## src/rtl/packet_rr_arbiter_pkg.sv

```systemverilog
// Shared types and defaults for the packet round-robin arbiter.
package packet_rr_arbiter_pkg;

  localparam int N_DEFAULT = 4;

  typedef enum logic {
    IDLE = 1'b0,
    BUSY = 1'b1
  } state_t;

endpackage

```

## src/rtl/packet_rr_arbiter_rr_priority_pick.sv

```systemverilog
// Combinational rotating-priority search: the first set req bit at or after ptr wins.
module rr_priority_pick #(
  parameter int N  = 4,
  parameter int PW = (N > 1) ? $clog2(N) : 1
) (
  input  logic [N-1:0]  req_i,
  input  logic [PW-1:0] ptr_i,
  output logic [N-1:0]  onehot_o,
  output logic          valid_o,
  output logic [PW-1:0] idx_o
);

  int unsigned   cand;
  logic [PW-1:0] cand_idx;

  always_comb begin
    onehot_o = '0;
    valid_o  = 1'b0;
    idx_o    = '0;
    cand     = 0;
    cand_idx = '0;
    for (int k = 0; k < N; k++) begin
      // Explicit modulo-N wrap so non-power-of-two N never indexes past N-1.
      cand = int'(ptr_i) + k;
      if (cand >= N) cand = cand - N;
      cand_idx = PW'(cand);
      if (!valid_o && req_i[cand_idx]) begin
        valid_o            = 1'b1;
        idx_o              = cand_idx;
        onehot_o[cand_idx] = 1'b1;
      end
    end
  end

endmodule

```

## src/rtl/packet_rr_arbiter.sv

```systemverilog
// Packet-locked round-robin arbiter: a grant is held from arbitration until the winner's fin.
module packet_rr_arbiter
  import packet_rr_arbiter_pkg::*;
#(
  parameter int N  = N_DEFAULT,
  parameter int PW = (N > 1) ? $clog2(N) : 1
) (
  input  logic         clock,
  input  logic         reset,
  input  logic [N-1:0] req,
  input  logic [N-1:0] fin,
  input  logic         ready,
  output logic [N-1:0] grant,
  output state_t       dbg_state_o
);

  state_t        state_q, state_d;
  logic [N-1:0]  grant_q, grant_d;
  logic [PW-1:0] ptr_q, ptr_d;

  logic [N-1:0]  pick_onehot;
  logic          pick_valid;
  logic [PW-1:0] pick_idx;

  rr_priority_pick #(.N(N), .PW(PW)) u_pick (
    .req_i    (req),
    .ptr_i    (ptr_q),
    .onehot_o (pick_onehot),
    .valid_o  (pick_valid),
    .idx_o    (pick_idx)
  );

  always_comb begin
    state_d = state_q;
    grant_d = grant_q;
    ptr_d   = ptr_q;
    case (state_q)
      IDLE: begin
        if (ready && pick_valid) begin
          state_d = BUSY;
          grant_d = pick_onehot;
          ptr_d   = (pick_idx == PW'(N - 1)) ? '0 : pick_idx + 1'b1;
        end
      end
      BUSY: begin
        // Only the owner's fin ends the packet; other fin bits are masked off.
        if (|(fin & grant_q)) begin
          state_d = IDLE;
          grant_d = '0;
        end
      end
      default: begin
        state_d = IDLE;
        grant_d = '0;
      end
    endcase
  end

  always_ff @(posedge clock) begin
    if (reset) begin
      state_q <= IDLE;
      grant_q <= '0;
      ptr_q   <= '0;
    end else begin
      state_q <= state_d;
      grant_q <= grant_d;
      ptr_q   <= ptr_d;
    end
  end

  assign grant       = grant_q;
  assign dbg_state_o = state_q;

endmodule

```

## config.mk

```make
export PLATFORM = sky130hd
export DESIGN_NAME = packet_rr_arbiter
export DESIGN_NICKNAME = d
export VERILOG_FILES = /design/src/rtl/packet_rr_arbiter_pkg.sv /design/src/rtl/packet_rr_arbiter_rr_priority_pick.sv /design/src/rtl/packet_rr_arbiter.sv
export SDC_FILE = /design/constraint.sdc
export NUM_CORES = 1
export LEC_CHECK = 0
export ABC_CLOCK_PERIOD_IN_PS = 3300
export CORE_MARGIN = 5
export CORE_UTILIZATION = 40
export CTS_CLUSTER_SIZE = 14
export DETAILED_ROUTE_END_ITERATION = 7
export PLACE_DENSITY = 0.65
export SLEW_MARGIN = 20
export SYNTH_ARGS = -nofsm -noshare
export SYNTH_HDL_FRONTEND = slang
export SYNTH_SLANG_ARGS = --single-unit
```

## constraint.sdc

```tcl
create_clock -name clock -period 3.3 [get_ports clock]
set_clock_uncertainty 0.05 [all_clocks]
set_input_delay 0.495 -clock clock [delete_from_list [all_inputs] [get_ports clock]]
set_output_delay 0.495 -clock clock [all_outputs]
set_load 0.03 [all_outputs]
```

=== After elaboration in Yosys (flattened, before gate mapping) ===
Cells that the tools add are included.

* Register bits after elaboration: 7
* Bits of input ports: 11
* Output and inout bits: 5
* Logic and storage cells: 84

* Add/sub/neg operators: 8
* Magnitude comparators: 12
* Equality and inequality tests: 3
* Mux-type cells: 39
* Bitwise gates (word level): 5
* Reduce and logical (&&, ||, !) cells: 14

{| class="wikitable"
|+ Operators with widths
! kind !! number
|-
| two-way mux 4 bit || 6
|-
| two-way mux 2 bit || 9
|-
| two-way mux 1 bit || 14
|-
| < comparator 2 x 3 -> 1 bit, second input constant || 4
|-
| OR 4 bit || 3
|-
| >= comparator 3 bit, second input constant || 3
|-
| binary-select mux 1 bit (select 2 bit) || 4
|-
| demux 1 bit (select 2 bit) || 4
|-
| >= comparator 2 x 1 -> 1 bit, second input constant || 4
|-
| logical AND 1 bit || 8
|-
| one-hot mux 4 bit (2 select lines) || 1
|-
| subtractor 2 x 1 -> 2 bit, second input constant || 4
|-
| adder 2 x 2 -> 3 bit, second input constant || 2
|-
| bitwise AND 4 bit || 1
|-
| AND reduction 2 bit || 2
|-
| OR reduction 4 bit || 1
|-
| adder 2 x 1 -> 3 bit, second input constant || 1
|-
| >= comparator 2 x 3 -> 1 bit, second input constant || 1
|-
| logical NOT 1 bit || 3
|-
| adder 2 x 1 -> 2 bit, second input constant || 1
|-
| == test 2 bit, second input constant || 1
|-
| != test 2 x 1 -> 1 bit, second input constant || 1
|-
| != test 2 bit, second input constant || 1
|-
| one-hot mux 1 bit (2 select lines) || 1
|-
| NOT 1 bit || 1
|}

=== Depth between registers and ports, before layout ===
* Word-level depth: 17
* Gate-level depth with buffers: 10
* Gate-level depth less buffers: 8

=== Modules after synthesis ===
From an unflattened synthesis, not the netlist that was laid out.

* Cells, all modules: 74
* Area, all modules: 744.5 um2

{| class="wikitable"
|+ By module, submodules not included
! module !! times used !! cells an instance !! area each (um2) !! sequential area each (um2)
|-
| rr_priority_pick || 1 || 45 || 421.7 || 0.0
|-
| packet_rr_arbiter || 1 || 29 || 322.8 || 140.1
|}

=== Least setup slack after synthesis ===
Ideal clock, no wire load.

* Path type: reg-to-reg
* Start: reg ptr_q[1]
* End: reg ptr_q[1]
* Library setup time: 0.062 ns
* Data arrival time: 2.668 ns
* Data required time: 3.188 ns
* Slack: 0.520 ns
* Cell stages (with the launch flop): 11
* Buffers on the path: 2
* Period minus slack after synthesis: 2.780 ns
* Cells stage by stage: dfxtp_1 > clkbuf_1 > inv_1 > ha_1 > buf_2 > or3b_1 > or4b_1 > nand3_2 > o22ai_1 > or4_1 > nand3_1

* Word-level cells in the longest chain between the ends: 16
* Elaborated cells between the ends (all ways): 42
* Those cells by class: add/sub: 8; order compare: 4; eq/ne: 1; mux: 21; reduce/logical: 8

{| class="wikitable"
|+ RTL lines
! what !! RTL line !! RTL
|-
| start: declaration || packet_rr_arbiter.sv:19 || <nowiki>logic [PW-1:0] ptr_q, ptr_d;</nowiki>
|-
| start signal: assignment || packet_rr_arbiter.sv:67 || <nowiki>ptr_q <= ptr_d;</nowiki>
|-
| branches (longest 16 deep; another with adder 2 x 1 -> 3 bit) || n/a ||
|}

Several ways; the timed one is not identified. The select of a mux whose other input is x is not followed.
A chain may end at the register's enable or synchronous reset.

=== Final worst setup path ===
* Start: reg ptr_q[0]
* End: reg ptr_q[1]

The elaborated chain is that of the path after synthesis.

==> results.md <==
* Seq/Total Area, Yosys at 18.89%
* CTS sink count at 7
* CTS tree: done
* Antenna Nets Post-Route at 0
* Total power per unit cell area at 519.8 mW/mm^2
* Max incr delay on CP at 0.49 ns
* Reg-to-reg endpoint: ptr_q[1]
* Post-synth top area share at 18.89%
* Synthesized area per cell at 8.939 um^2
* Min-Delay Startpoint: grant[0]
* Worst-path clk slew at 0.05 ns
* Die X at 53.07 um
* First-pass GRT wire length at 2773 um
* CP Class: reg2reg
* Most frequent cell after synthesis: a22oi_1
* Delay-heaviest family, CP: simple AND/OR/NAND/NOR gates
* Layout Cells excl Fill at 122
* Relative slew slack at 69.63%
* Vias in the first global route at 629
* Crit path capture type: register
* Post_cts resized at 0
* Vias/cell at 5.852
* Status: finished, final reports clean
* Layout cells sized above 1 at 12.37%
* Actual slew at the worst max-slew pin at 0.4496 ns
* Hold endpoint: grant[0]
* Clk_lat worst skew at 0.25 ns
* Dpl cells at 118
* Critical path arrival at 2.78 ns
* Post-synth EDFFs at 0
* Initial Util at 42.51%
* Post-synth top cells: 9 x a22oi_1, 7 x dfxtp_1, 7 x ha_1
* GRT Overall Usage at 13.20%
* Routed WL at 1700 um
* Ranking of synthesized cells by area: dfxtp_1 19%, ha_1 12%, a22oi_1 9.1%
* Place WS at 0.4404 ns
* DRT Pass-1 Iters at 4
* Setup TNS Final at 0 ns
* R2r setup slk at 0.67 ns
* Syn Std Cell Area at 742.0 um^2
* Worst hold slack at 0.4546 ns
* Slowest CP cell: or4b_1
* Final Max Slew Viols at 0
* Final GP Congestion at 0.8698
* CTS buffer count at 3
* Core Footprint at 0.001745 mm^2
* Largest buffer count on any clock path at 2
* Synth unique cells at 36
* Routed len/inst at 13.93 um
* Number of nets in the layout at 116
* Placed inst area at 895.9 um^2
* Final setup margin at 0.6667 ns
* Final-layout fill cell count at 176
* CP Launch Type: register
* Final Hold Fails at 0
* Final global-route overflow total at 0
* Crit Path Max Fanout at 8
* Final period utilization at 79.80%
* Critical Path RT at 3.44 ns
* Min-delay worst type: reg2reg
* FP Rows at 15
* Dominant synthesized flop cell: dfxtp_1
* CP cell instances: inv_1 > ha_1 > or3b_1 > or4b_1 > nand3_2 > o22ai_1 > or4_1 > nand3_1
* Syn. warnings at 0
* Synth Instances at 83
* Fin crit period at 2.633 ns
* Antenna diode count at 0
* Vias at 714
* DIE HEIGHT at 53.07 um
* Initial antenna violation count at 0
* Initial DRC count at 15
* Hpwl dp at 1320 um
* Max-cap violations at 0
* CP bufs+invs at 1
* Hold Path Depth at 1
* VDD IR-drop max at 277.0 uV
* Fmax at 379.7 MHz
* CTS Hold Bufs at 0
* Async set or reset register ratio after synthesis at 0%
* Die area at 0.002816 mm^2
* Crit path depth at 8
* Post-CTS setup buffer count at 0
* RSZ-0062 raised after global routing: false
* Final Instance Area at 922.1 um^2
* CTS H-tree lvls at 1
* PortBufs at 15
* Reg2reg start: ptr_q[0]
* Setup violators final at 0
* DR DRC count at 0
* Largest area contributor in the synthesized netlist: dfxtp_1
* Reg2reg path depth at 8
* IO Pins at 16
* Pin count of the biggest net entering global routing at 14
* Area growth syn-to-layout at 24.28%
* Synth Register Bits at 7
* CTS root buf: clkbuf_4
* Net Count, Synth at 101
* Leakage Power at 0.3406 nW
cell families after synthesis:
group,after synthesis,synth area share (%)
buffers and inverters,10,7.250
flip-flops,7,18.89
AND/OR/NAND/NOR,25,21.75
adder cells (fa/ha/maj),7,11.80
multiplexers,4,10.45
AO/OA/AOI/OAI,29,28.67
XOR/XNOR,1,1.181
layout make-up:
class                           count  area (um^2)  share of cell area [%]
Clock buffer                        4        26.28                   2.849
Timing Repair Buffer               17        165.2                   17.91
Multi-Input combinational cell     66        548.0                   59.43
Sequential cell                     7        140.1                   15.20
Inverter                            3        11.26                   1.221
Tap cell                           25        31.28                   3.392
where the power goes:
part / leakage [nW] / switching [mW] / internal, mW
Sequential: 0.0573 / 0.00859 / 0.0989
Clock: 0.0150 / 0.0313 / 0.0461
Combinational: 0.268 / 0.160 / 0.135
Total: 0.341 / 0.200 / 0.280
per-layer routing:
layer  share of wire, %  up-vias  routed length [um]  track usage, %
met3                4.8        0                  82           3.944
met5                  0        -                   0               0
met2                 49       19                 840           22.73
met1                 46      345                 777           16.13
met4                  0        0                   0           2.553
li1                   -      350                   -               -
per-stage QoR:
| step | util [%] | power, mW |
|---|---|---|
| detailed placement | 51.33 | 0.4018 |
| floorplan | - | 0.3328 |
| CTS | 52.83 | 0.4823 |
| global route | 52.83 | 0.5187 |
| finish | 52.83 | 0.4793 |
| global placement | 51.33 | 0.3980 |
sequential cells by signal (all words and copies together) (netlist names):
register     cells
grant            4
dbg_state_o      1
ptr_q            2
worst max-delay path by stage:
| stage | start | endpoint | slack [ns] |
|---|---|---|---|
| 3_3_place_gp | req[1] | ptr_q[1] | 0.46 |
| 2_1_floorplan | ptr_q[1] | ptr_q[1] | 0.52 |
| 6_report | ptr_q[0] | ptr_q[1] | 0.67 |
| 4_1_cts | ptr_q[0] | ptr_q[1] | 0.67 |
| 3_5_place_dp | req[1] | ptr_q[1] | 0.44 |
| 5_1_grt | ptr_q[0] | ptr_q[1] | 0.54 |
layout by cell type, fill, tap and decap left out, drive strengths merged, types with 2 or more instances in the layout:
| master | instances |
|---|---|
| o21ai | 6 |
| clkdlybuf4s50 | 15 |
| nor2b | 4 |
| ha | 7 |
| a22oi | 9 |
| a222oi | 2 |
| a21oi | 2 |
| or2 | 2 |
| clkbuf | 4 |
| nand3b | 2 |
| mux4 | 3 |
| nand3 | 4 |
| a22o | 5 |
| nor2 | 6 |
| or3b | 2 |
| dfxtp | 7 |
| buf | 2 |
| inv | 3 |
(Power assumes the default switching activity.)
